**config.mk**
```make
export PLATFORM = sky130hd
export DESIGN_NAME = lsu_bus_master
export DESIGN_NICKNAME = d
export VERILOG_FILES = /design/src/rtl/lsu_pkg.sv /design/src/rtl/lsu_lane_align.sv /design/src/rtl/lsu_bus_master.sv
export SDC_FILE = /design/constraint.sdc
export NUM_CORES = 1
export LEC_CHECK = 0
export CAP_MARGIN = 0
export CORE_ASPECT_RATIO = 0.5
export CORE_MARGIN = 1.5
export CORE_UTILIZATION = 48
export DETAILED_ROUTE_END_ITERATION = 16
export HOLD_SLACK_MARGIN = 0.05
export PLACE_DENSITY_LB_ADDON = 0.12
export SYNTH_ARGS = -nofsm -noshare
export SYNTH_HDL_FRONTEND = slang
export SYNTH_HIERARCHICAL = 1
export SYNTH_SLANG_ARGS = --single-unit
```
**constraint.sdc**
```tcl
create_clock -name clk -period 3.7 [get_ports clk]
set_input_delay 0.925 -clock clk [delete_from_list [all_inputs] [get_ports clk]]
set_output_delay 0.925 -clock clk [all_outputs]
set_load 0.02 [all_outputs]
```
**src/rtl/lsu_pkg.sv**
```systemverilog
// Shared definitions for the load/store bus master.
//   SIZE_*        access size encodings carried on req_size
//   lsu_state_t   FSM states (IDLE, ACCESS, RESP)
//   is_misaligned natural-alignment check for a size and the low address bits
package lsu_pkg;

  localparam logic [1:0] SIZE_B = 2'd0;
  localparam logic [1:0] SIZE_H = 2'd1;
  localparam logic [1:0] SIZE_W = 2'd2;
  localparam logic [1:0] SIZE_D = 2'd3;

  typedef enum logic [1:0] {
    IDLE   = 2'd0,
    ACCESS = 2'd1,
    RESP   = 2'd2
  } lsu_state_t;

  function automatic logic is_misaligned(input logic [1:0] size, input logic [2:0] addr_lo);
    case (size)
      SIZE_H:  return addr_lo[0];
      SIZE_W:  return addr_lo[1:0] != 2'b00;
      SIZE_D:  return addr_lo != 3'b000;
      default: return 1'b0;
    endcase
  endfunction

endpackage

```
**src/rtl/lsu_lane_align.sv**
```systemverilog
// Combinational byte-lane steering for the load/store bus master.
//   size, offset   access size and byte offset within the bus word
//   is_unsigned    loads: zero-extend instead of sign-extend
//   wdata          right-justified store data
//   rdata          raw bus read data
//   byte_enable    active lanes for the access
//   write_data     store data replicated at every size granule
//   load_data      addressed lanes extracted and extended to XLEN
module lsu_lane_align
  import lsu_pkg::*;
#(
  parameter int unsigned XLEN = 64
) (
  input  logic [1:0]                 size,
  input  logic                       is_unsigned,
  input  logic [$clog2(XLEN/8)-1:0]  offset,
  input  logic [XLEN-1:0]            wdata,
  input  logic [XLEN-1:0]            rdata,
  output logic [XLEN/8-1:0]          byte_enable,
  output logic [XLEN-1:0]            write_data,
  output logic [XLEN-1:0]            load_data
);

  localparam int unsigned NB = XLEN / 8;

  logic [3:0]      gran;
  logic [XLEN-1:0] shifted;
  logic            sign;

  always_comb begin
    gran = 4'd1;
    case (size)
      SIZE_B:  gran = 4'd1;
      SIZE_H:  gran = 4'd2;
      SIZE_W:  gran = 4'd4;
      default: gran = 4'd8;
    endcase
    if (gran > 4'(NB)) gran = 4'(NB);
  end

  // gran is a power of two, so masking with gran-1 picks the source byte
  // of the granule each lane repeats.
  always_comb begin
    byte_enable = '0;
    write_data  = '0;
    for (int unsigned i = 0; i < NB; i++) begin
      byte_enable[i]       = (i >= 32'(offset)) && (i < 32'(offset) + 32'(gran));
      write_data[8*i +: 8] = wdata[8*(i & 32'(gran - 4'd1)) +: 8];
    end
  end

  always_comb begin
    shifted = rdata >> {offset, 3'b000};
    case (size)
      SIZE_B:  sign = shifted[7];
      SIZE_H:  sign = shifted[15];
      SIZE_W:  sign = shifted[31];
      default: sign = shifted[XLEN-1];
    endcase
    sign      = sign & ~is_unsigned;
    load_data = '0;
    for (int unsigned i = 0; i < XLEN; i++) begin
      load_data[i] = (i < 8 * 32'(gran)) ? shifted[i] : sign;
    end
  end

endmodule

```
**src/rtl/lsu_bus_master.sv**
```systemverilog
// Multi-cycle load/store bus master between the EXE stage and the bus decoder.
// Takes one request at a time, drives a wait-state tolerant bus with byte
// enables and returns extended load data or an error.
//   clk, reset            clock; asynchronous active-low reset
//   req_*                 request from EXE (accepted only while req_ready)
//   rsp_valid/rdata/err   one-cycle response pulse
//   busy                  inverse of req_ready
//   bus_*                 registered bus strobes, address, lanes; bus_ready ends an access
module lsu_bus_master
  import lsu_pkg::*;
#(
  parameter int unsigned XLEN    = 64,
  parameter int unsigned ADDR_W  = 64,
  parameter int unsigned TIMEOUT = 255
) (
  input  logic                clk,
  input  logic                reset,
  input  logic                req_valid,
  output logic                req_ready,
  input  logic                req_we,
  input  logic [1:0]          req_size,
  input  logic                req_unsigned,
  input  logic [ADDR_W-1:0]   req_addr,
  input  logic [XLEN-1:0]     req_wdata,
  output logic                rsp_valid,
  output logic [XLEN-1:0]     rsp_rdata,
  output logic                rsp_err,
  output logic                busy,
  output logic [ADDR_W-1:0]   bus_address,
  output logic [XLEN-1:0]     bus_write_data,
  output logic [XLEN/8-1:0]   bus_byte_enable,
  output logic                bus_write_enable,
  output logic                bus_read_enable,
  input  logic [XLEN-1:0]     bus_read_data,
  input  logic                bus_ready
);

  localparam int unsigned NB    = XLEN / 8;
  localparam int unsigned OFF_W = $clog2(NB);

  lsu_state_t          state_q, state_d;
  logic [ADDR_W-1:0]   addr_q, addr_d;
  logic [XLEN-1:0]     wdata_q, wdata_d;
  logic [NB-1:0]       be_q, be_d;
  logic                we_q, we_d;
  logic                re_q, re_d;
  logic                rsp_valid_q, rsp_valid_d;
  logic [XLEN-1:0]     rsp_rdata_q, rsp_rdata_d;
  logic                rsp_err_q, rsp_err_d;
  logic [1:0]          size_q, size_d;
  logic                uns_q, uns_d;
  logic [OFF_W-1:0]    off_q, off_d;
  logic [31:0]         tcount_q, tcount_d;

  logic [1:0]          al_size;
  logic [OFF_W-1:0]    al_off;
  logic [NB-1:0]       al_be;
  logic [XLEN-1:0]     al_wdata;
  logic [XLEN-1:0]     al_load;
  logic                err_at_accept;

  // One aligner serves both directions: in IDLE it sees the incoming request
  // (store lanes), during ACCESS the latched request (load extraction).
  assign al_size = (state_q == IDLE) ? req_size : size_q;
  assign al_off  = (state_q == IDLE) ? req_addr[OFF_W-1:0] : off_q;

  lsu_lane_align #(.XLEN(XLEN)) u_align (
    .size        (al_size),
    .is_unsigned (uns_q),
    .offset      (al_off),
    .wdata       (req_wdata),
    .rdata       (bus_read_data),
    .byte_enable (al_be),
    .write_data  (al_wdata),
    .load_data   (al_load)
  );

  assign err_at_accept = is_misaligned(req_size, req_addr[2:0]) ||
                         ((XLEN == 32) && (req_size == SIZE_D));

  always_comb begin
    state_d     = state_q;
    addr_d      = addr_q;
    wdata_d     = wdata_q;
    be_d        = be_q;
    we_d        = we_q;
    re_d        = re_q;
    size_d      = size_q;
    uns_d       = uns_q;
    off_d       = off_q;
    tcount_d    = tcount_q;
    rsp_valid_d = 1'b0;
    rsp_rdata_d = '0;
    rsp_err_d   = 1'b0;

    case (state_q)
      IDLE: begin
        tcount_d = '0;
        if (req_valid) begin
          size_d = req_size;
          uns_d  = req_unsigned;
          off_d  = req_addr[OFF_W-1:0];
          if (err_at_accept) begin
            state_d     = RESP;
            rsp_valid_d = 1'b1;
            rsp_err_d   = 1'b1;
          end else begin
            state_d = ACCESS;
            addr_d  = {req_addr[ADDR_W-1:OFF_W], {OFF_W{1'b0}}};
            wdata_d = req_we ? al_wdata : '0;
            be_d    = al_be;
            we_d    = req_we;
            re_d    = ~req_we;
          end
        end
      end
      ACCESS: begin
        // bus_ready takes priority over an expiring timeout in the same cycle.
        if (bus_ready) begin
          state_d     = RESP;
          we_d        = 1'b0;
          re_d        = 1'b0;
          be_d        = '0;
          rsp_valid_d = 1'b1;
          rsp_rdata_d = re_q ? al_load : '0;
        end else if ((TIMEOUT != 0) && (tcount_q + 32'd1 == 32'(TIMEOUT))) begin
          state_d     = RESP;
          we_d        = 1'b0;
          re_d        = 1'b0;
          be_d        = '0;
          rsp_valid_d = 1'b1;
          rsp_err_d   = 1'b1;
        end else begin
          tcount_d = tcount_q + 32'd1;
        end
      end
      RESP:    state_d = IDLE;
      default: state_d = IDLE;
    endcase
  end

  always_ff @(posedge clk or negedge reset) begin
    if (!reset) begin
      state_q     <= IDLE;
      addr_q      <= '0;
      wdata_q     <= '0;
      be_q        <= '0;
      we_q        <= 1'b0;
      re_q        <= 1'b0;
      rsp_valid_q <= 1'b0;
      rsp_rdata_q <= '0;
      rsp_err_q   <= 1'b0;
      size_q      <= '0;
      uns_q       <= 1'b0;
      off_q       <= '0;
      tcount_q    <= '0;
    end else begin
      state_q     <= state_d;
      addr_q      <= addr_d;
      wdata_q     <= wdata_d;
      be_q        <= be_d;
      we_q        <= we_d;
      re_q        <= re_d;
      rsp_valid_q <= rsp_valid_d;
      rsp_rdata_q <= rsp_rdata_d;
      rsp_err_q   <= rsp_err_d;
      size_q      <= size_d;
      uns_q       <= uns_d;
      off_q       <= off_d;
      tcount_q    <= tcount_d;
    end
  end

  assign req_ready        = (state_q == IDLE);
  assign busy             = ~req_ready;
  assign rsp_valid        = rsp_valid_q;
  assign rsp_rdata        = rsp_rdata_q;
  assign rsp_err          = rsp_err_q;
  assign bus_address      = addr_q;
  assign bus_write_data   = wdata_q;
  assign bus_byte_enable  = be_q;
  assign bus_write_enable = we_q;
  assign bus_read_enable  = re_q;

endmodule
```
==> out/metrics.csv, run 1 <==
metric;value;unit
status;completed;
Via density;5.66;
CTS clock-pin slew for the worst setup and hold paths;0.07;ns
worst hold path type;in2async;
largest net degree at the start of global routing;131;
Post-CTS Setup Repair Bufs;0;
P_sw;6.97;mW
Area growth syn-to-layout;37.4;%
Worst Tran Pin Value;0.948;ns
PortBufs;402;
worst reg2reg startpoint;state_q[1];
Fin. Hold Viols;0;
IO Pins;406;
design area;0.0190;mm^2
post-route ant nets;0;
Max Root-Sink Buffers;3;
clk_lat worst skew;0.54;ns
register area share after synthesis;43.7;%
CTS H-tree depth;1;
cell internal pwr;8.97;mW
initial core utilization;49.3;%
number of buffers created by CTS;23;
commonest non-fill, non-tap cell in the layout;nand2_1;
Cell Area, Placed;0.0182;mm^2
NumNets Final;2086;
crit end category;flip-flop;
net switching fraction of the power;43.7;%
clock skew;0.00809;ns
flop and latch count out of synthesis;241;
root buf cell;clkbuf_16;
sequential share of power;24.3;%
Chip Width;243;um
Fin Setup TNS;0;ns
vias in the first global route;12615;
Yosys top cell area share;43.7;%
setup violators final;0;
number of max-cap violations;0;
Layout Utilization;67.8;%
drt initial violations;1264;
number of synthesized flops with an enable pin;0;
VDD IR max;0.716;mV
Cell Rows;43;
initial antenna violation count;2;
Max Slew Vio Count;0;
top post-synthesis cells by area;dfrtp_1, nand2_1, mux4_2;
core area;0.0280;mm^2
Synth Flop Type;dfrtp_1;
clock network power share;15.3;%
gr usage total;30.0;%
yosys warns;6;
filler instances;2245;
Hold Slack;0.289;ns
fin crit period;3.36;ns
drt pass-1 iters;5;
Avg Inst Size Synth;9.02;um^2
Slew HR;36.6;%
CTS tree;built;
Synth Cell Area;0.0138;mm^2
Fmax;298;MHz
grt ovf;0;
cts hold-fix bufs;0;
final WL;46.1;mm
Final period util;90.7;%
via count;12896;
number of clock sinks;241;
Resize count post-CTS;0;
worst setup path class;reg2reg;
ys async rst share;100;%
DRC;0;
fin cells;2279;
RSZ-0062 raised after global routing;false;
DIE HEIGHT;123;um
Leakage;8.79;nW
global-route wire length before repair;70.5;mm
CP startpoint;state_q[1];
Syn Inst Count;1531;
Setup crit start kind;flip-flop;
CP Max Fanout;6;
area leader, netlist;dfrtp_1;
share of cells above drive strength 1;10.9;%
WL per Instance;20.2;um
WP data arrival;3.79;ns
Yosys cell types;78;
commonest cells after routing, fill and taps aside;nand2_1, clkdlybuf4s50_1, dfrtp_1, nand3_1, and2_1;
placed insts;2235;
CP Data Required Time;4.13;ns
Logic pwr share;60.4;%
half-perimeter wire length after placement;34.0;mm
GP Congestion;0.966;
PwrDens;840;mW/mm^2
DIE AREA;0.0298;mm^2
==> metal layers <==
| metal | vias up | share of wire (%) | track usage (%) |
|---|---|---|---|
| li1 | 5979 | - | - |
| met5 | - | 0 | 0 |
| met3 | 105 | 5.5 | 4.34 |
| met2 | 513 | 50 | 52.4 |
| met1 | 6299 | 41 | 38.7 |
| met4 | 0 | 3.8 | 10.4 |
==> logic make-up after synthesis <==
family	Yosys count	synth area share (%)
AND/OR/NAND/NOR	811	27.7
XOR/XNOR	14	0.943
multiplexers	130	12.7
flip-flops	241	43.7
buffers and inverters	149	4.96
adder cells (fa/ha/maj)	8	0.779
other	1	0.0272
AO/OA/AOI/OAI	177	9.25
==> stage by stage <==
stage | setup WS, ns | power [mW]
after detailed placement | -0.0977 | 13.4
after CTS | 0.410 | 15.9
after floorplan | 0.0515 | 9.74
after global placement | 0.0204 | 13.3
final | 0.343 | 15.9
after global routing | 0.144 | 16.9
==> flip-flops by register name, indices dropped and copies added (netlist names), 2 cells and up <==
register         flops
off_q                3
bus_address         61
bus_write_data      64
state_q              2
size_q               2
tcount_q            32
rsp_rdata           64
bus_byte_enable      8
==> worst max-delay path, stage by stage, from the launching register on <==
cell     delay [ns]
dfrtp_1        0.39
nor2_2         0.37
inv_1          0.22
o21ai_1        0.36
nor2_2         0.11
ha_1           0.24
fa_1           0.41
or4_1          0.52
a21oi_1        0.30
a21oi_1        0.13
a22o_1         0.22
==> synth_stat cells, types with 9 or more instances <==
| master | number |
|---|---|
| mux2i_1 | 54 |
| a22o_1 | 19 |
| o21ai_0 | 34 |
| nand3_1 | 134 |
| inv_1 | 17 |
| nor3_1 | 10 |
| mux2_2 | 44 |
| o211ai_1 | 20 |
| nor2_1 | 43 |
| and3_1 | 13 |
| and2_1 | 73 |
| buf_4 | 19 |
| clkbuf_1 | 78 |
| nand4_1 | 15 |
| a211oi_1 | 11 |
| or4_1 | 19 |
| mux4_2 | 31 |
| nor2b_1 | 10 |
| buf_1 | 11 |
| a221oi_1 | 9 |
| a21oi_1 | 29 |
| dfrtp_1 | 241 |
| nand2_1 | 450 |
| buf_2 | 19 |
==> final cells by class <==
cell class | instances | area, um^2 | area share [%]
Tap cell | 382 | 478 | 2.52
Sequential cell | 241 | 6030 | 31.8
Clock buffer | 27 | 621 | 3.27
Inverter | 18 | 67.6 | 0.356
Clock inverter | 15 | 149 | 0.785
Multi-Input combinational cell | 1143 | 7110 | 37.5
Antenna cell | 2 | 5.00 | 0.0264
Timing Repair Buffer | 451 | 4500 | 23.7
==> worst paths after layout <==
path                                           end  slack, ns  cells past startpoint
worst max-delay path            bus_byte_enable[4]       0.34                     10
worst min-delay path                 rsp_rdata[52]       0.29                      1
worst max register to register  bus_byte_enable[4]       0.34                     10
worst min register to register  bus_write_data[41]       0.47                      2
max in group asynchronous            rsp_rdata[18]       2.59                      2
min in group clk                bus_write_data[41]       0.47                      2
==> power groups by stage <==
stage	Combinational, mW	Sequential (mW)	Clock (mW)
after global routing	10.3	3.96	2.60
final	9.62	3.87	2.44
after detailed placement	9.52	3.91	0
after global placement	9.39	3.87	0
after floorplan	5.00	4.74	0
after CTS	9.57	3.87	2.50
Note: power is estimated with default switching activity, not from simulation.
==> run 2: changes to the inputs <==
--- a/config.mk
+++ b/config.mk
@@ -9,9 +9,12 @@
 export CORE_ASPECT_RATIO = 0.5
 export CORE_MARGIN = 1.5
 export CORE_UTILIZATION = 48
+export CTS_BUF_LIST = sky130_fd_sc_hd__clkbuf_16
+export CTS_CLUSTER_DIAMETER = 60
 export DETAILED_ROUTE_END_ITERATION = 16
 export HOLD_SLACK_MARGIN = 0.05
 export PLACE_DENSITY_LB_ADDON = 0.12
+export REMOVE_ABC_BUFFERS = 1
 export SYNTH_ARGS = -nofsm -noshare
 export SYNTH_HDL_FRONTEND = slang
 export SYNTH_HIERARCHICAL = 1
==> run 2 against run 1 <==
  * Final area grew 0.29%
  * Cell count about the same
  * Die area unchanged
  * Sequential cell count unchanged
  * Fmax is 0.73% lower
  * Critical path depth is the same
  * Highest routed layer unchanged
  * Global-route usage is 1.7 points lower
  * Sequential share of layout area down 0.092 points
  * Via count is 0.75% higher
  * Combinational power fell by 2%
  * Setup slack lost 0.025 ns
==> out/metrics.csv, run 2 (same netlist as run 1, synthesis figures left out) <==
metric;value;unit
GP Congestion;0.940;
filler instances;2212;
half-perimeter wire length after placement;31.9;mm
Slew HR;36.5;%
Hold Slack;0.375;ns
WL per Instance;19.2;um
Final period util;91.4;%
Fmax;296;MHz
root buf cell;clkbuf_16;
RR Endpoint;bus_byte_enable[5];
Resize count post-CTS;0;
share of cells above drive strength 1;10.8;%
cell internal pwr;9.12;mW
CTS H-tree depth;1;
DRC;0;
post-route ant nets;0;
diode count;0;
DIE HEIGHT;123;um
VDD IR max;0.530;mV
clk_lat worst skew;0.54;ns
Post-CTS Setup Repair Bufs;0;
number of buffers created by CTS;24;
clock skew;0.00955;ns
Logic pwr share;59.1;%
NumNets Final;2089;
drt initial violations;970;
Fin Setup TNS;0;ns
fin crit period;3.38;ns
CTS tree;built;
worst reg2reg startpoint;state_q[1];
CTS clock-pin slew for the worst setup and hold paths;0.06;ns
Worst R2R Path Depth;10;
WP data arrival;3.80;ns
Worst Tran Pin Value;0.951;ns
Max Root-Sink Buffers;3;
PortBufs;402;
pre-CTS worst setup slack;-0.0597;ns
Slowest-stage cell, CP;or4_1;
cts hold-fix bufs;0;
final WL;43.7;mm
initial core utilization;49.3;%
worst hold path type;in2async;
global-route wire length before repair;67.5;mm
Area growth syn-to-layout;37.8;%
P_sw;6.83;mW
drt pass-1 iters;5;
Worst Setup Slack, final;0.319;ns
PwrDens;838;mW/mm^2
sequential share of power;24.3;%
vias in the first global route;12655;
number of clock sinks;241;
initial antenna violation count;0;
Chip Width;243;um
number of max-cap violations;0;
RSZ-0062 raised after global routing;false;
Cell Rows;43;
commonest non-fill, non-tap cell in the layout;nand2_1;
Leakage;8.83;nW
grt ovf;0;
crit end category;flip-flop;
via count;12993;
worst setup path class;reg2reg;
net switching fraction of the power;42.8;%
setup slack, reg-to-reg;0.32;ns
CP Data Required Time;4.12;ns
core area;0.0280;mm^2
worst path cell trace;nor2_1 > inv_1 > o21ai_1 > nor2_2 > ha_1 > fa_1 > or4_1 > a21oi_1 > a22oi_1 > a22o_1;
commonest cells after routing, fill and taps aside;nand2_1, clkdlybuf4s50_1, dfrtp_1, nand3_1, and2_1;
max incr delay on CP;0.52;ns
IO Pins;406;
Fin. Hold Viols;0;
DIE AREA;0.0298;mm^2
Via density;5.70;
clock network power share;16.6;%
status;completed;
setup violators final;0;
gr usage total;28.3;%
largest net degree at the start of global routing;107;
Tot Pwr;15.9;mW
Max Slew Vio Count;0;
CP Max Fanout;6;
Setup crit start kind;flip-flop;
[run 2: changes by cell type in the layout (fill, tap and decap cells not counted), sizes merged]
cell | previous run | this run
diode | 2 | 0
clkbuf | 27 | 25
inv | 20 | 23
buf | 51 | 53
clkinv | 9 | 8
bufinv | 2 | 4
[run 2: cell type report]
type                    count  area (um^2)  share of cell area (%)
flip-flops and latches    241         6030                    31.7
repair buffers            453         4490                    23.6
inverters                  18         67.6                   0.355
multi-input cells        1143         7110                    37.4
clock buffers              25          626                    3.29
well taps                 382          478                    2.51
clock inverters            19          216                    1.14
[run 2: routing by layer]
metal  up-vias  GRT usage (%)  wire length, um
li1       5974              -                -
met1      6300           35.5            17500
met2       603           49.9            21600
met3       116           5.10             3090
met4         0           9.55             1500
met5         -              0                0
[run 2: worst max-delay path by stage]
stage | from | end | slack, ns | cells past startpoint
after detailed placement | req_size[1] | bus_byte_enable[5] | -0.06 | 10
after floorplan | state_q[1] | bus_byte_enable[0] | -5.37 | 4
after global routing | tcount_q[0] | bus_byte_enable[6] | 0.08 | 9
after CTS | tcount_q[0] | bus_write_enable | 0.36 | 9
final | state_q[1] | bus_byte_enable[5] | 0.32 | 10
after global placement | req_size[1] | bus_byte_enable[5] | 0.04 | 10
[run 2: power groups by stage]
stage | Sequential, mW | Combinational, mW | Clock, mW
2_1_floorplan | 4.81 | 4.66 | 0
3_3_place_gp | 3.88 | 9.14 | 0
3_5_place_dp | 3.92 | 9.36 | 0
4_1_cts | 3.88 | 9.40 | 2.68
5_1_grt | 3.97 | 10.1 | 2.79
6_report | 3.88 | 9.43 | 2.64
[run 2: worst max-delay path, delay by kind of cell (launching register included)]
kind            cells  cell delay, ns
simple gates        3            1.03
compound gates      4            1.03
fa+ha+maj           2            0.62
flops               1            0.38
buf+inv             1            0.22
[run 2: stage by stage]
step / cells / cell area, um^2 / util, %
finish: 2281 / 19000 / 68.0
global route: 2281 / 19000 / 68.0
CTS: 2281 / 19000 / 68.0
detailed placement: 2237 / 18200 / 65.0
global placement: 2237 / 18200 / 65.0
floorplan: 1402 / 13200 / -
==> run 3: changes to the inputs <==
==> constraint.sdc (replaced) <==
create_clock -name clk -period 3.7 [get_ports clk]
set_input_delay 0.74 -clock clk [delete_from_list [all_inputs] [get_ports clk]]
set_output_delay 0.74 -clock clk [all_outputs]
set_load 0.02 [all_outputs]
==> run 3 against run 2 <==
  * Die area stayed put
  * Sequential share of layout area is 0.30 points higher
  * Non-clock buffer count is 15 lower
  * Count of clock-buffer cells in the layout is 2 lower
  * Sequential cell count stayed put
  * Register-to-register slack better by 0.09 ns
  * Final area is 0.93% lower
  * Critical path depth stayed put
  * First-iteration DRC count is 3.3% higher
  * Clock skew is 0.0013 ns higher
  * Largest cell class unchanged
  * Highest routed layer unchanged
==> out/metrics.csv, run 3 (same netlist as run 1, synthesis figures left out) <==
metric;value;unit
DIE HEIGHT;123;um
Logic pwr share;59.2;%
Final period util;89.0;%
Fin. Hold Viols;0;
post-route ant nets;0;
worst hold path type;in2async;
share of cells above drive strength 1;9.99;%
Worst Tran Pin Value;1.21;ns
CP Data Required Time;4.10;ns
Chip Width;243;um
IO Pins;406;
number of max-cap violations;0;
commonest cells after routing, fill and taps aside;nand2_1, clkdlybuf4s50_1, dfrtp_1, nand3_1, and2_1;
clock network power share;16.0;%
number of clock sinks;241;
PortBufs;402;
DRC;0;
clock skew;0.0109;ns
setup violators final;0;
Leakage;8.72;nW
worst setup path class;reg2reg;
initial antenna violation count;0;
NumNets Final;2073;
worst reg2reg startpoint;tcount_q[0];
largest net degree at the start of global routing;122;
Resize count post-CTS;0;
crit end category;flip-flop;
Cell Area, Placed;0.0181;mm^2
Setup crit start kind;flip-flop;
Via density;5.67;
global-route wire length before repair;67.6;mm
sequential share of power;24.8;%
pre-CTS worst setup slack;0.0281;ns
Max Slew Vio Count;0;
GP Congestion;0.942;
root buf cell;clkbuf_16;
Max Root-Sink Buffers;3;
P_sw;6.72;mW
Fmax;304;MHz
placed insts;2222;
CTS H-tree depth;1;
Worst Setup Slack, final;0.405;ns
number of buffers created by CTS;23;
drt pass-1 iters;5;
filler instances;2235;
status;completed;
setup slack, reg-to-reg;0.41;ns
final WL;43.5;mm
Tot Pwr;15.6;mW
core area;0.0280;mm^2
CP Max Fanout;23;
Post-CTS Setup Repair Bufs;0;
Cell Rows;43;
gr usage total;28.3;%
half-perimeter wire length after placement;31.7;mm
initial core utilization;49.3;%
cts hold-fix bufs;0;
diode count;0;
commonest non-fill, non-tap cell in the layout;nand2_1;
vias in the first global route;12394;
Worst R2R Path Depth;10;
RSZ-0062 raised after global routing;false;
CTS clock-pin slew for the worst setup and hold paths;0.07;ns
net switching fraction of the power;43.2;%
RR Endpoint;tcount_q[3];
DIE AREA;0.0298;mm^2
VDD IR max;0.595;mV
via count;12848;
drt initial violations;1002;
CTS tree;built;
WP data arrival;3.69;ns
PwrDens;826;mW/mm^2
cell internal pwr;8.84;mW
Slew HR;19.5;%
fin cells;2264;
fin crit period;3.29;ns
grt ovf;0;
clk_lat worst skew;0.53;ns
design area;0.0188;mm^2
Area growth syn-to-layout;36.5;%
WL per Instance;19.2;um
## run 3: changes by cell type in the layout (fill, tap and decap cells not counted)
cell       before  now
buf_4          44   29
clkbuf_16      25   23
clkinv_1        1    3
clkinv_2        4    6
clkinv_4        2    0
clkinv_8        1    0
inv_1          21   19
inv_6           1    2
## run 3: power groups by stage
stage / combinational [mW] / clock, mW / sequential [mW]
final: 9.21 / 2.49 / 3.86
after global routing: 9.90 / 2.65 / 3.95
after CTS: 9.20 / 2.55 / 3.86
after detailed placement: 9.16 / 0 / 3.90
after global placement: 8.98 / 0 / 3.87
after floorplan: 4.66 / 0 / 4.81
## run 3: area by class of cell
class	instances	area [um^2]	share of cell area, %
multi-input cells	1143	7110	37.7
flip-flops and latches	241	6030	32.0
repair buffers	438	4380	23.3
clock buffers	23	576	3.05
well taps	382	478	2.54
clock inverters	19	201	1.07
inverters	18	67.6	0.359
## run 3: worst max path at each step
stage | endpoint | startpoint | depth (start not counted)
2_1_floorplan | bus_byte_enable[0] | state_q[1] | 4
3_3_place_gp | bus_byte_enable[5] | req_size[1] | 11
3_5_place_dp | bus_byte_enable[5] | req_size[1] | 11
4_1_cts | tcount_q[3] | tcount_q[0] | 10
5_1_grt | tcount_q[1] | tcount_q[0] | 10
6_report | tcount_q[3] | tcount_q[0] | 10
## run 3: metrics by stage
step                      hold slack (ns)  util (%)  TNS [ns]
after detailed placement            0.455      64.6         0
after CTS                           0.168      67.4         0
final                               0.145      67.4         0
after global placement              0.450      64.6         0
after global routing                0.181      67.4         0
after floorplan                     0.444         -   -745.37
## run 3: worst max-delay path: stages, from the launching register on
cell and delay (ns):
dfrtp_1 0.46, ha_1 0.26, and3_1 0.33, a31oi_1 0.12, nor4_1 0.39, nand4_1 0.20, nor4b_1 0.40, a41o_2 0.46
buf_4 0.31, or4_1 0.15, nand3_1 0.07
## run 3: metal layers
layer | global-route usage (%) | vias to the layer above | share of wire [%]
li1 | - | 5959 | -
met1 | 37.0 | 6253 | 41
met3 | 4.84 | 89 | 6.9
met4 | 8.54 | 0 | 3.0
met2 | 48.9 | 547 | 49
met5 | 0 | - | 0
